<file path="config.mk">
export PLATFORM = sky130hd
export DESIGN_NAME = mips_cpu_muldiv
export DESIGN_NICKNAME = d
export VERILOG_FILES = /design/src/rtl/mips_cpu_pkg.sv /design/src/rtl/mips_cpu_muldiv.sv
export SDC_FILE = /design/constraint.sdc
export NUM_CORES = 1
export LEC_CHECK = 0
export CAP_MARGIN = 20
export CORE_ASPECT_RATIO = 0.9
export CORE_MARGIN = 1
export CORE_UTILIZATION = 44
export CTS_CLUSTER_SIZE = 40
export DETAILED_ROUTE_END_ITERATION = 10
export GPL_TIMING_DRIVEN = 0
export PLACE_DENSITY_LB_ADDON = 0.05
export SLEW_MARGIN = 10
export SYNTH_ARGS = -nofsm -noshare
export SYNTH_HDL_FRONTEND = slang
export SYNTH_SLANG_ARGS = --single-unit
export TNS_END_PERCENT = 5
</file>
<file path="constraint.sdc">
create_clock -name clk -period 7.1 [get_ports clk]
set_clock_uncertainty 0.15 [all_clocks]
set_input_delay 1.065 -clock clk [delete_from_list [all_inputs] [get_ports clk]]
set_output_delay 1.065 -clock clk [all_outputs]
set_load 0.02 [all_outputs]
</file>
<file path="src/rtl/mips_cpu_pkg.sv">
// mips_cpu_pkg -- shared CPU definitions.
//   md_op_e    : multiply/divide unit operation codes (MULT, MULTU, DIV, DIVU)
//   md_state_e : multiply/divide sequencer states
//   alu_op_e   : integer ALU operation codes
//   MD_ITERS   : iterations of the multiply/divide step loop (one per operand bit)
package mips_cpu_pkg;

   localparam int MD_ITERS = 32;
   localparam int MD_CNT_W = $clog2(MD_ITERS);

   typedef enum logic [1:0] {
      MD_MULT  = 2'd0,
      MD_MULTU = 2'd1,
      MD_DIV   = 2'd2,
      MD_DIVU  = 2'd3
   } md_op_e;

   typedef enum logic [1:0] {
      MD_IDLE = 2'd0,
      MD_RUN  = 2'd1,
      MD_FIX  = 2'd2
   } md_state_e;

   typedef enum logic [3:0] {
      ALU_ADD  = 4'd0,
      ALU_SUB  = 4'd1,
      ALU_AND  = 4'd2,
      ALU_OR   = 4'd3,
      ALU_XOR  = 4'd4,
      ALU_NOR  = 4'd5,
      ALU_SLT  = 4'd6,
      ALU_SLTU = 4'd7,
      ALU_SLL  = 4'd8,
      ALU_SRL  = 4'd9,
      ALU_SRA  = 4'd10,
      ALU_LUI  = 4'd11
   } alu_op_e;

endpackage

</file>
<file path="src/rtl/mips_cpu_muldiv.sv">
// mips_cpu_muldiv -- iterative 32-bit multiply/divide unit with HI/LO registers.
// Ports:
//   clk, reset       : clock, asynchronous active-high reset
//   start, op, a, b  : launch MULT/MULTU/DIV/DIVU on rs (a) and rt (b), IDLE only
//   hi_we, lo_we,
//   wdata            : MTHI/MTLO writes, honoured only when idle
//   busy             : operation in flight (RUN/FIX)
//   done             : one-cycle pulse when HI/LO take a new result
//   hi, lo           : HI/LO architectural registers
// Operands are converted to magnitudes at launch, 32 unsigned steps run on a
// shared 64-bit shift register and 33-bit adder, and signs are fixed up in FIX.
module mips_cpu_muldiv
   import mips_cpu_pkg::*;
(
   input  logic        clk,
   input  logic        reset,
   input  logic        start,
   input  logic [1:0]  op,
   input  logic [31:0] a,
   input  logic [31:0] b,
   input  logic        hi_we,
   input  logic        lo_we,
   input  logic [31:0] wdata,
   output logic        busy,
   output logic        done,
   output logic [31:0] hi,
   output logic [31:0] lo
);

   md_state_e             state_q, state_d;
   md_op_e                op_q, op_d;
   logic [63:0]           sr_q, sr_d;      // MUL: {acc, multiplier}  DIV: {rem, dividend/quotient}
   logic [31:0]           opnd_q, opnd_d;  // multiplicand or divisor magnitude
   logic [31:0]           a_q, a_d;        // raw dividend, returned in HI on divide by zero
   logic                  sa_q, sa_d;
   logic                  sb_q, sb_d;
   logic [MD_CNT_W-1:0]   cnt_q, cnt_d;
   logic [31:0]           hi_q, hi_d;
   logic [31:0]           lo_q, lo_d;
   logic                  done_q, done_d;

   logic                  is_mul;
   logic [32:0]           add_x, add_y, add_sum;
   logic                  new_signed;
   logic                  new_sa, new_sb;
   logic [63:0]           prod_fix;
   logic [31:0]           quo_fix, rem_fix;

   assign is_mul = (op_q == MD_MULT) || (op_q == MD_MULTU);

   // Shared adder: MUL adds the multiplicand to the upper half; DIV subtracts
   // the divisor from the upper half shifted left by one (33-bit minuend).
   // Because the partial remainder is always below the divisor, bit 32 of the
   // difference is exactly the borrow.
   assign add_x   = is_mul ? {1'b0, sr_q[63:32]} : sr_q[63:31];
   assign add_y   = is_mul ? {1'b0, opnd_q} : ~{1'b0, opnd_q};
   assign add_sum = add_x + add_y + {32'd0, ~is_mul};

   assign new_signed = (md_op_e'(op) == MD_MULT) || (md_op_e'(op) == MD_DIV);
   assign new_sa     = new_signed & a[31];
   assign new_sb     = new_signed & b[31];

   // Sign flags are zero for unsigned ops, so no op qualification is needed.
   assign prod_fix = (sa_q ^ sb_q) ? -sr_q : sr_q;
   assign quo_fix  = (sa_q ^ sb_q) ? -sr_q[31:0] : sr_q[31:0];
   assign rem_fix  = sa_q ? -sr_q[63:32] : sr_q[63:32];

   always_comb begin
      state_d = state_q;
      op_d    = op_q;
      sr_d    = sr_q;
      opnd_d  = opnd_q;
      a_d     = a_q;
      sa_d    = sa_q;
      sb_d    = sb_q;
      cnt_d   = cnt_q;
      hi_d    = hi_q;
      lo_d    = lo_q;
      done_d  = 1'b0;

      case (state_q)
         MD_IDLE: begin
            if (hi_we) hi_d = wdata;
            if (lo_we) lo_d = wdata;
            if (start) begin
               state_d = MD_RUN;
               op_d    = md_op_e'(op);
               sa_d    = new_sa;
               sb_d    = new_sb;
               a_d     = a;
               sr_d    = {32'd0, new_sa ? -a : a};
               opnd_d  = new_sb ? -b : b;
               cnt_d   = MD_CNT_W'(MD_ITERS - 1);
            end
         end
         MD_RUN: begin
            if (is_mul)
               sr_d = sr_q[0] ? {add_sum, sr_q[31:1]} : {1'b0, sr_q[63:1]};
            else
               sr_d = add_sum[32] ? {sr_q[62:0], 1'b0} : {add_sum[31:0], sr_q[30:0], 1'b1};
            cnt_d = cnt_q - 1'b1;
            if (cnt_q == '0) state_d = MD_FIX;
         end
         MD_FIX: begin
            if (is_mul) begin
               {hi_d, lo_d} = prod_fix;
            end else if (opnd_q == 32'd0) begin
               lo_d = 32'hFFFF_FFFF;
               hi_d = a_q;
            end else begin
               lo_d = quo_fix;
               hi_d = rem_fix;
            end
            done_d  = 1'b1;
            state_d = MD_IDLE;
         end
         default: state_d = MD_IDLE;
      endcase
   end

   always_ff @(posedge clk or posedge reset) begin
      if (reset) begin
         state_q <= MD_IDLE;
         op_q    <= MD_MULT;
         sr_q    <= '0;
         opnd_q  <= '0;
         a_q     <= '0;
         sa_q    <= 1'b0;
         sb_q    <= 1'b0;
         cnt_q   <= '0;
         hi_q    <= '0;
         lo_q    <= '0;
         done_q  <= 1'b0;
      end else begin
         state_q <= state_d;
         op_q    <= op_d;
         sr_q    <= sr_d;
         opnd_q  <= opnd_d;
         a_q     <= a_d;
         sa_q    <= sa_d;
         sb_q    <= sb_d;
         cnt_q   <= cnt_d;
         hi_q    <= hi_d;
         lo_q    <= lo_d;
         done_q  <= done_d;
      end
   end

   assign busy = (state_q != MD_IDLE);
   assign done = done_q;
   assign hi   = hi_q;
   assign lo   = lo_q;

endmodule

</file>
==> results of run 1 <==
-- worst reg2reg max path, stage by stage (launching register included) --
cell,delay (ps)
dfrtp_1,340
clkbuf_1,550
clkbuf_1,580
clkbuf_2,480
clkbuf_1,620
xor2_1,310
ha_1,360
a2111oi_0,420
o21ai_0,220
a41oi_1,540
a211o_1,290
a41o_1,350
xnor2_1,170
buf_2,300
buf_1,550
mux2i_1,300
o21ai_0,130
-- layout by cell type, fill, tap and decap left out, drive strengths merged, types with 38 or more instances in the layout --
master         count
clkbuf           186
nor3              48
nand3             42
xor2              99
nor2             128
nand2            280
dfrtp            203
xnor2             83
o22ai             38
inv               39
mux2i             73
o21ai            232
clkdlybuf4s50    168
a21oi            140
-- layer usage --
metal	share of wire	track usage
met1	0.45	0.534
met3	0.12	0.0939
met4	0.020	0.0698
met2	0.41	0.492
met5	0.00029	0.00529
-- state kept, by name, indices dropped and copies added (netlist names) --
name     cells
hi          32
sa_q         1
opnd_q      32
sb_q         1
op_q         1
sr_q        64
state_q      2
a_q         32
done         1
lo          32
cnt_q        5
-- cells by family (layout without fill, tap and decap cells) --
family | Yosys count | count (layout) | synth area share
AOI/OAI and AO/OA | 603 | 603 | 0.234
xor gates and xnor gates | 182 | 182 | 0.102
adders and majority gates | 38 | 38 | 0.0310
buffers and inverters | 202 | 418 | 0.0497
DFF | 203 | 203 | 0.326
muxes | 104 | 104 | 0.0694
other | 0 | 1 | 0
and+or+nand+nor | 634 | 634 | 0.187
-- stage by stage --
stage	worst slack (ps)	hold slack (ps)	cells	cell area (sq um)
after floorplan	346	289	1966	15600
after global placement	-2490	313	2596	17800
after detailed placement	-254	321	2598	17900
after CTS	120	333	2643	18700
after global routing	64.1	347	2644	18700
final	272	325	2645	18700
-- repair_timing --
action | CTS | global route
setup endpoints to repair | 15 | 24
cloned | 0 | 0
gates resized for setup | 2 | 5
-- area by class of cell --
| cell class | count | area [sq um] | share of cell area |
|---|---|---|---|
| diodes | 1 | 2.50 | 0.000134 |
| plain buffers | 162 | 628 | 0.0336 |
| clock buffers | 37 | 681 | 0.0364 |
| clock inverters | 8 | 133 | 0.00709 |
| inverters | 40 | 158 | 0.00842 |
| multi-input cells | 1561 | 9720 | 0.519 |
| flip-flops and latches | 203 | 5080 | 0.271 |
| well taps | 462 | 578 | 0.0309 |
| repair buffers | 171 | 1740 | 0.0930 |
-- path summary, 6_finish.rpt --
path / from / endpoint / slack, ps / depth (start not counted)
max: op_q[1] / sr_q[40] / 270 / 16
min: lo[7] / lo[7] / 330 / 2
max reg2reg: op_q[1] / sr_q[40] / 270 / 16
min reg2reg: lo[7] / lo[7] / 330 / 2
max in group asynchronous: reset / sr_q[59] / 5220 / 3
min in group asynchronous: reset / sr_q[10] / 750 / 2
==> impl_summary.md, run 1 <==
Detailed routing
The DRC violations left is 0. The detailed router finished its first iteration with between 1500 and 2000 violations. The number of vias per cell is approximately 6.3.

The routed wirelength normalized by instance count is 24.4 microns. The total vias in the final route is approximately 17000. The residual antenna-violating net count after detailed routing is 0. Wires add up to about 65 mm. The number of search-and-repair iterations in the first detailed-routing pass is 6.

Finish
In the final layout, the share of cells above drive strength 1 is 0.0412. The net count reported at finish is 2305. The number of filler cells placed in the layout is 3422. The area growth from synthesis to layout is 20.3%. The share of the core filled with cells in the final layout is 0.544.

Timing
In the finished design, the share of the clock period the worst path needs comes to 0.962. The final number of max-transition violations is 0. Setup total negative slack on the finished layout was measured at 0 ps. The pin slew with the least headroom to its limit is around 1200 ps. The worst pin sits at a relative slew slack of 0.203. The maximum achievable frequency is between 100 and 150 MHz. The post-layout minimum cycle time is approximately 6800 ps. The hold violation total from the final report is 0. Setup repair after global routing left no endpoint under its margin. Setup violations remaining at the end of the flow were counted as 0.

Floorplan
The I/O pin count is between 150 and 200. The starting utilization of the core area is 0.452. After floorplanning, the core was sized to cover 0.0344 sq mm. In this run the vertical extent of the chip is 180 microns. The die covers about 0.036 sq mm. The floorplan step set the die width to 200 microns. The floorplan has 64 rows.

Run
The max-capacitance violation count is 0.

Logic synthesis
The flip-flop and latch count after synthesis is 203. dfrtp_1 takes more of the synthesized area than any other cell. The cell count after synthesis is slightly below 2000. The fraction of post-synthesis cell area in the top cell type by area is 0.326. The warning count from the yosys run is 0. Among all flip-flop cells after synthesis, the most frequent one is dfrtp_1.

For this run, the register share of the synthesized area comes to 0.326. In the post-synthesis netlist, the biggest area contributors are dfrtp_1 (33%), o21ai_0 (7.4%), nand2_1 (6.8%). The combined area of all synthesized cells is ~0.016 sq mm. After synthesis, the most frequently instantiated cells are nand2_1 (280), o21ai_0 (231), dfrtp_1 (203), clkbuf_1 (146), a21oi_1 (140).

Counting flops with an async set or reset pin after synthesis yields a share of 1.00. After synthesis, the netlist uses 75 different library cells. Counting every net in the synthesized netlist gives 2107. In this run, synthesis inferred 0 flip-flops with an integrated enable. The leading cell type by number of instances after synthesis is nand2_1. The mean area per synthesized cell is between 7 and 8 sq um.

Critical path
Traced cell by cell, the critical path runs through clkbuf_1, clkbuf_1, clkbuf_2, clkbuf_1, xor2_1, ha_1, a2111oi_0, o21ai_0, a41oi_1, a211o_1, a41o_1, xnor2_1, buf_2, buf_1, mux2i_1, o21ai_0. The type of the setup path with the least slack is flop to flop. The cell at the slowest stage of the critical path is clkbuf_1. The number of buffers and inverters on the critical path is 6. The kind of end point of the critical path is a flop. The delay of the slowest critical-path stage is between 600 and 700 ps. The worst path required time is around 7400 ps. The most numerous cell type found on the critical path is clkbuf_1.

STA classifies the critical path startpoint as a flop. Grouping stages by cell kind, the critical path spends the most delay in buffers and inverters. Data arrives at the worst endpoint at slightly above 7000 ps. The maximum fanout count along the critical path is 10.

Global route
The initial antenna violation count is 3. After global routing the overflow that remains totals 0. In the global route stage, overall resource usage came out at 0.352. The number of global-route vias before repair is 15363. Entering global routing, the biggest net connects 83 pins. The wire length of the first global-routing pass is 97.3 mm.

Clock tree
CTS built an H-tree with a depth of 1. Clock tree synthesis inserted a total of 25 buffers. Post-CTS timing repair inserted 0 buffers for setup. The clock reaches the later pin of the worst-skew pair after around 570 ps. The number of clock sinks is around 200. The tree is rooted in a clkbuf_16. Clock-pin slew was measured on the worst setup and hold paths at around 60 ps.

The TritonCTS clock tree is yes. The maximum count of clock buffers along a single path is 3. The hold buffer count at CTS is 0.

Placement
At the end of routability-driven placement, the weighted congestion stood at between 0.9 and 1. In this run the tool buffered the top-level ports with 168 buffer cells. Once detailed placement completed, the half-perimeter wirelength came to 51.1 mm.

Status
The flow ran to the end, and the final reports show no timing, DRC or antenna violations.

Min path
The class of the worst hold path is flop to flop.
Power of run 1 is left out: the tool's default activity adds up to more than one toggle a clock period on the data nets, which glitch-free logic cannot reach.
==> run 2: changes to the inputs <==
--- a/config.mk
+++ b/config.mk
@@ -12,7 +12,7 @@
 export CTS_CLUSTER_SIZE = 40
 export DETAILED_ROUTE_END_ITERATION = 10
 export GPL_TIMING_DRIVEN = 0
-export PLACE_DENSITY_LB_ADDON = 0.05
+export PLACE_DENSITY = 0.64
 export SLEW_MARGIN = 10
 export SYNTH_ARGS = -nofsm -noshare
 export SYNTH_HDL_FRONTEND = slang
==> constraint.sdc (replaced) <==
create_clock -name clk -period 7.99 [get_ports clk]
set_clock_uncertainty 0.15 [all_clocks]
set_input_delay 1.1985 -clock clk [delete_from_list [all_inputs] [get_ports clk]]
set_output_delay 1.1985 -clock clk [all_outputs]
set_load 0.02 [all_outputs]
==> run 2 against run 1 <==
Effect of this change: register-to-register slack improved by 260 ps; sequential share of layout area rose by 0.12 points; cell count fell by 0.26%; global-route usage fell by 0.47 points; cell area fell by 0.45%; hold slack improved by 7.4 ps; via count fell by 1.0%; wire length fell by 0.87%.
==> impl_summary.md, run 2 (synthesis results as in run 1) <==
Critical path
The critical path in this run is classified as flop to flop. The worst setup path is captured at a flop. The worst path required time is roughly 8300 ps. The nature of the critical path startpoint is a flop.

The maximum fanout count along the critical path is 10. The arrival time of the worst setup path is 7750 ps.

Timing
For the finished layout, the period the worst path requires is between 7000 and 8000 ps. Setup repair after global routing left no endpoint under its margin. The final number of max-transition violations is 0.

For the pin with the worst max-slew slack, the measured transition is approximately 1200 ps. The relative slew slack is 0.213. Static timing analysis puts the maximum clock frequency at between 100 and 150 MHz.

The hold violation total from the final report is 0. The final critical-path share of the clock period is 0.933. The count of final setup violators is 0.

Detailed routing
After detailed routing, the number of remaining DRC violations is 0. Before antenna repair, the detailed router went through 6 iterations. The final route contains 16397 vias. After detailed routing, the number of vias per cell comes to 6.22.

For this block, the initial DRC count from the detailed router was 1636. Summed over all layers, the routed wires come to ~64 mm. The residual antenna-violating net count after detailed routing is 0. The routed wirelength normalized by instance count is 24.3 microns.

Clock tree
The register clock-pin slew on the reported worst setup and hold paths is about 60 ps. The CTS buffer count is 24. CTS saw between 200 and 250 sinks. The cell sitting at the root of the clock tree is a clkbuf_16.

No sink is reached through more buffers than the 3 on the longest clock path. The source-to-sink clock delay at the later pin of the worst-skew pair is ~530 ps. The TritonCTS clock tree is yes. The H-tree depth is 1.

Finish
The library cells used most frequently in the layout, excluding fill and tap cells, are nand2_1 (280), o21ai_0 (231), dfrtp_1 (203). At the end of the flow the core is filled with cells to 0.541. The number of flip-flops in the largest register is 64. The repair_antennas step left the layout with diodes totalling 0. The area growth from synthesis to layout is 19.7%.

The number of filler cells placed in the layout is 3406. More flip-flops sit in one register than any other, and that register is sr_q. The most common library cell in the layout ignoring fill and taps is nand2_1. The fraction of final layout cells sized beyond drive strength 1 is 0.0391.

The count of cells in the finished layout, fillers not included, comes to between 2000 and 3000. The net count reported at finish is approximately 2300.

Run
The tool flagged a number of max-cap violations equal to 0.

Floorplan
The chip width is approximately 200 microns. The initial utilization of the core area, before any placement, comes to 0.452. The die area is between 0.03 and 0.04 sq mm. Row generation in the floorplan step produced between 60 and 70 rows. The standard cell core area is 0.0344 sq mm. The die height is between 150 and 200 microns. ~170 I/O pins were placed.

Placement
The number of placed instances, taps included, is between 2000 and 3000. The final weighted congestion in routability-driven placement is 1.05. The detailed-placement wirelength estimate is approximately 51 mm.

The number of input and output port buffers inserted is 168.

Global route
The global route total overflow is 0. The largest net degree at the start of global routing is roughly 120. The all-layer global routing usage is 0.347. The initial antenna violation count is 0. The wire length of the first global-routing pass is about 96 mm. The number of global-route vias before repair is 15211.

Min path
In this run the worst hold path is classified as flop to flop.

Status
The flow ran to the end, and the final reports show no timing, DRC or antenna violations.
## run 2: cell count changes in the layout (fill, tap and decap cells not counted), moves of 2 or more
cell      before  now
buf_1          9   11
clkbuf_1     155  152
clkbuf_2       4    0
clkinv_2       3    5
## run 2: path summary, 6_finish.rpt
check                           startpoint        to  slack [ps]  cells after the start
worst min-delay path                a_q[6]    a_q[6]         330                      2
max in group asynchronous            reset  sr_q[60]        5710                      3
worst max-delay path               op_q[1]   sr_q[0]         540                     17
worst min register to register      a_q[6]    a_q[6]         330                      2
worst max register to register     op_q[1]   sr_q[0]         540                     17
min in group asynchronous            reset   sr_q[8]        1030                      2
## run 2: layout make-up
type / count / area (sq um) / area share
Multi-Input combinational cell: 1561 / 9720 / 0.522
Tap cell: 462 / 578 / 0.0310
Sequential cell: 203 / 5080 / 0.273
Clock buffer: 33 / 676 / 0.0363
Buffer: 162 / 623 / 0.0334
Timing Repair Buffer: 169 / 1710 / 0.0917
Clock inverter: 8 / 92.6 / 0.00497
Inverter: 40 / 158 / 0.00846
## run 2: repair_timing
action,CTS,global route
endpoints found under the hold margin,0,0
gates resized for setup,0,1
setup endpoints to repair,0,1
hold buffers,0,0
setup buffers,0,0
## run 2: layer usage
layer	global-route usage	vias to the layer above	part of all wire	wire, microns
li1	-	7483	-	-
met1	0.531	7923	0.46	29300
met2	0.490	905	0.40	25800
met3	0.0792	86	0.12	7480
met4	0.0742	0	0.022	1440
met5	0	-	0	0
## run 2: worst max-delay path, stage by stage, from the launching register on
cell and delay (ps):
dfrtp_1 330, clkbuf_1 530, clkbuf_1 570, clkbuf_1 740
clkbuf_1 580, o21ai_0 290, fa_1 530, a211oi_1 310
o21ai_0 260, o311ai_2 630, a211o_1 300, a41o_1 330
xnor2_1 170, buf_2 300, buf_1 660, nand2_1 290
o211a_1 190, a31oi_1 150
## run 2: stage by stage
step	setup TNS (ps)	hold WS (ps)	setup WS, ps	cell area [sq um]
finish	0	333	537	18600
global route	0	359	283	18600
CTS	0	337	624	18600
detailed placement	0	324	651	17900
global placement	-347250	313	-1740	17800
floorplan	0	289	1100	15600
Power of run 2 is left out for the same reason.
==> patch: new RTL, flow settings as in run 1 <==
Change the package constant `MD_ITERS` from 32 to 16.
--- a/src/rtl/mips_cpu_pkg.sv
+++ b/src/rtl/mips_cpu_pkg.sv
@@ -5,7 +5,7 @@
 //   MD_ITERS   : iterations of the multiply/divide step loop (one per operand bit)
 package mips_cpu_pkg;
 
-   localparam int MD_ITERS = 32;
+   localparam int MD_ITERS = 16;
    localparam int MD_CNT_W = $clog2(MD_ITERS);
 
    typedef enum logic [1:0] {
Formal check against the unedited RTL: same outputs for any inputs over 4 cycles, from zero or initial values and one cycle with reset high; that may be too few to reach the edited logic, so the function may still have changed.
==> patch against run 1 <==
Synthesized area down 0.35%. Global-route usage increased by 0.38 points. Design area decreased by 0.38%. Worst setup slack lost 0.035 ns. Sequential cell count shrank 1. Wire length rose by 0.16%.
Power is not shown: default switching activity piles up to over one toggle a cycle in this logic, so the estimate is an artifact.
==> patch: results (changes against run 1) <==
status=finished, final reports clean (unchanged); Synth top cells by count=274 x nand2_1, 219 x o21ai_0, 202 x dfrtp_1 (was 280 x nand2_1, 231 x o21ai_0, 203 x dfrtp_1); mux cell area share after synthesis=7.29% (was 6.94%); Synth cell types=77 (was 75); share of layout cells above drive strength 1=5.42% (was 4.12%); met3 wire length=7110 um (was 7740 um); met3 usage=8.33% (was 9.39%); crit-path max cell delay=0.70 ns (was 0.61 ns); Vias/cell=6.25 (was 6.26); register area share after synthesis=32.6% (about the same); type of the tightest min-delay check=reg -> reg (unchanged); met1 WL=29700 um (was 29400 um); Placed Cells=2559 (was 2598); CP top delay family=buffers and inverters (unchanged); post-cts sizing count=0 (was 2); Area after DPL=17800 um2 (was 17900 um2); Gate Count Post-Synth=1928 (was 1966); Synth Area in Adders=3.03% (was 3.10%); top post-synthesis cells by area=dfrtp_1 33%, o21ai_0 7.1%, nand2_1 6.6% (was dfrtp_1 33%, o21ai_0 7.4%, nand2_1 6.8%); xor-xnor portion of the synthesized cell area=10.9% (was 10.2%); GP Congestion=1.01 (was 0.999); Antenna Cells=0 (was 1); hpwl dp=50400 um (was 51100 um); Detailed Route WL=64700 um (was 64600 um); post-synthesis compound-gate area fraction=23.5% (was 23.4%); number of detailed-route iterations in the first pass=6 (unchanged); initial antenna violation count=1 (was 3); met1 Usage GRT=54.5% (was 53.4%); clk_lat worst skew=0.55 ns (was 0.57 ns); routing usage on met2=50.7% (was 49.2%); pin count of the biggest net entering global routing=107 (was 83); first-pass GRT wire length=96100 um (was 97300 um); DP Worst Slack=0.265 ns (was -0.254 ns); WL met2=26800 um (was 26200 um); Nets=2264 (was 2305); Max Used Layer=met4 (was met5); Max-slew headroom=26.3% (was 20.3%); vias in the first global route=15283 (was 15363); GRT Total Usage=35.6% (was 35.2%); DR iter-0 viols=1703 (was 1840); Synthesized Nets=2068 (was 2107); Arrival @ worst endpoint=7.14 ns (was 7.08 ns)
==> patch: cell types whose count changed in the layout (fill, tap and decap cells not counted), sizes merged, moves of 11 or more <==
cell / before / now
buf: 16 / 35
o221ai: 20 / 5
xor2: 99 / 113
nor3: 48 / 37
nand3: 42 / 27
clkbuf: 186 / 152
o21ai: 232 / 221
==> patch: final timing paths <==
path	end	slack [ns]	startpoint	depth (start not counted)
worst max register to register	sr_q[48]	0.24	op_q[1]	16
worst min-delay path	lo[7]	0.33	lo[7]	2
worst max-delay path	sr_q[48]	0.24	op_q[1]	16
min in group asynchronous	sr_q[19]	0.88	reset	2
max in group asynchronous	opnd_q[12]	4.93	reset	3
worst min register to register	lo[7]	0.33	lo[7]	2
==> patch: layout make-up <==
type | count | area [um2]
plain buffers | 157 | 631
repair buffers | 169 | 1710
clock buffers | 29 | 641
well taps | 462 | 578
clock inverters | 15 | 195
flip-flops and latches | 202 | 5050
multi-input cells | 1537 | 9710
inverters | 32 | 128
fillers | 3373 | 15700
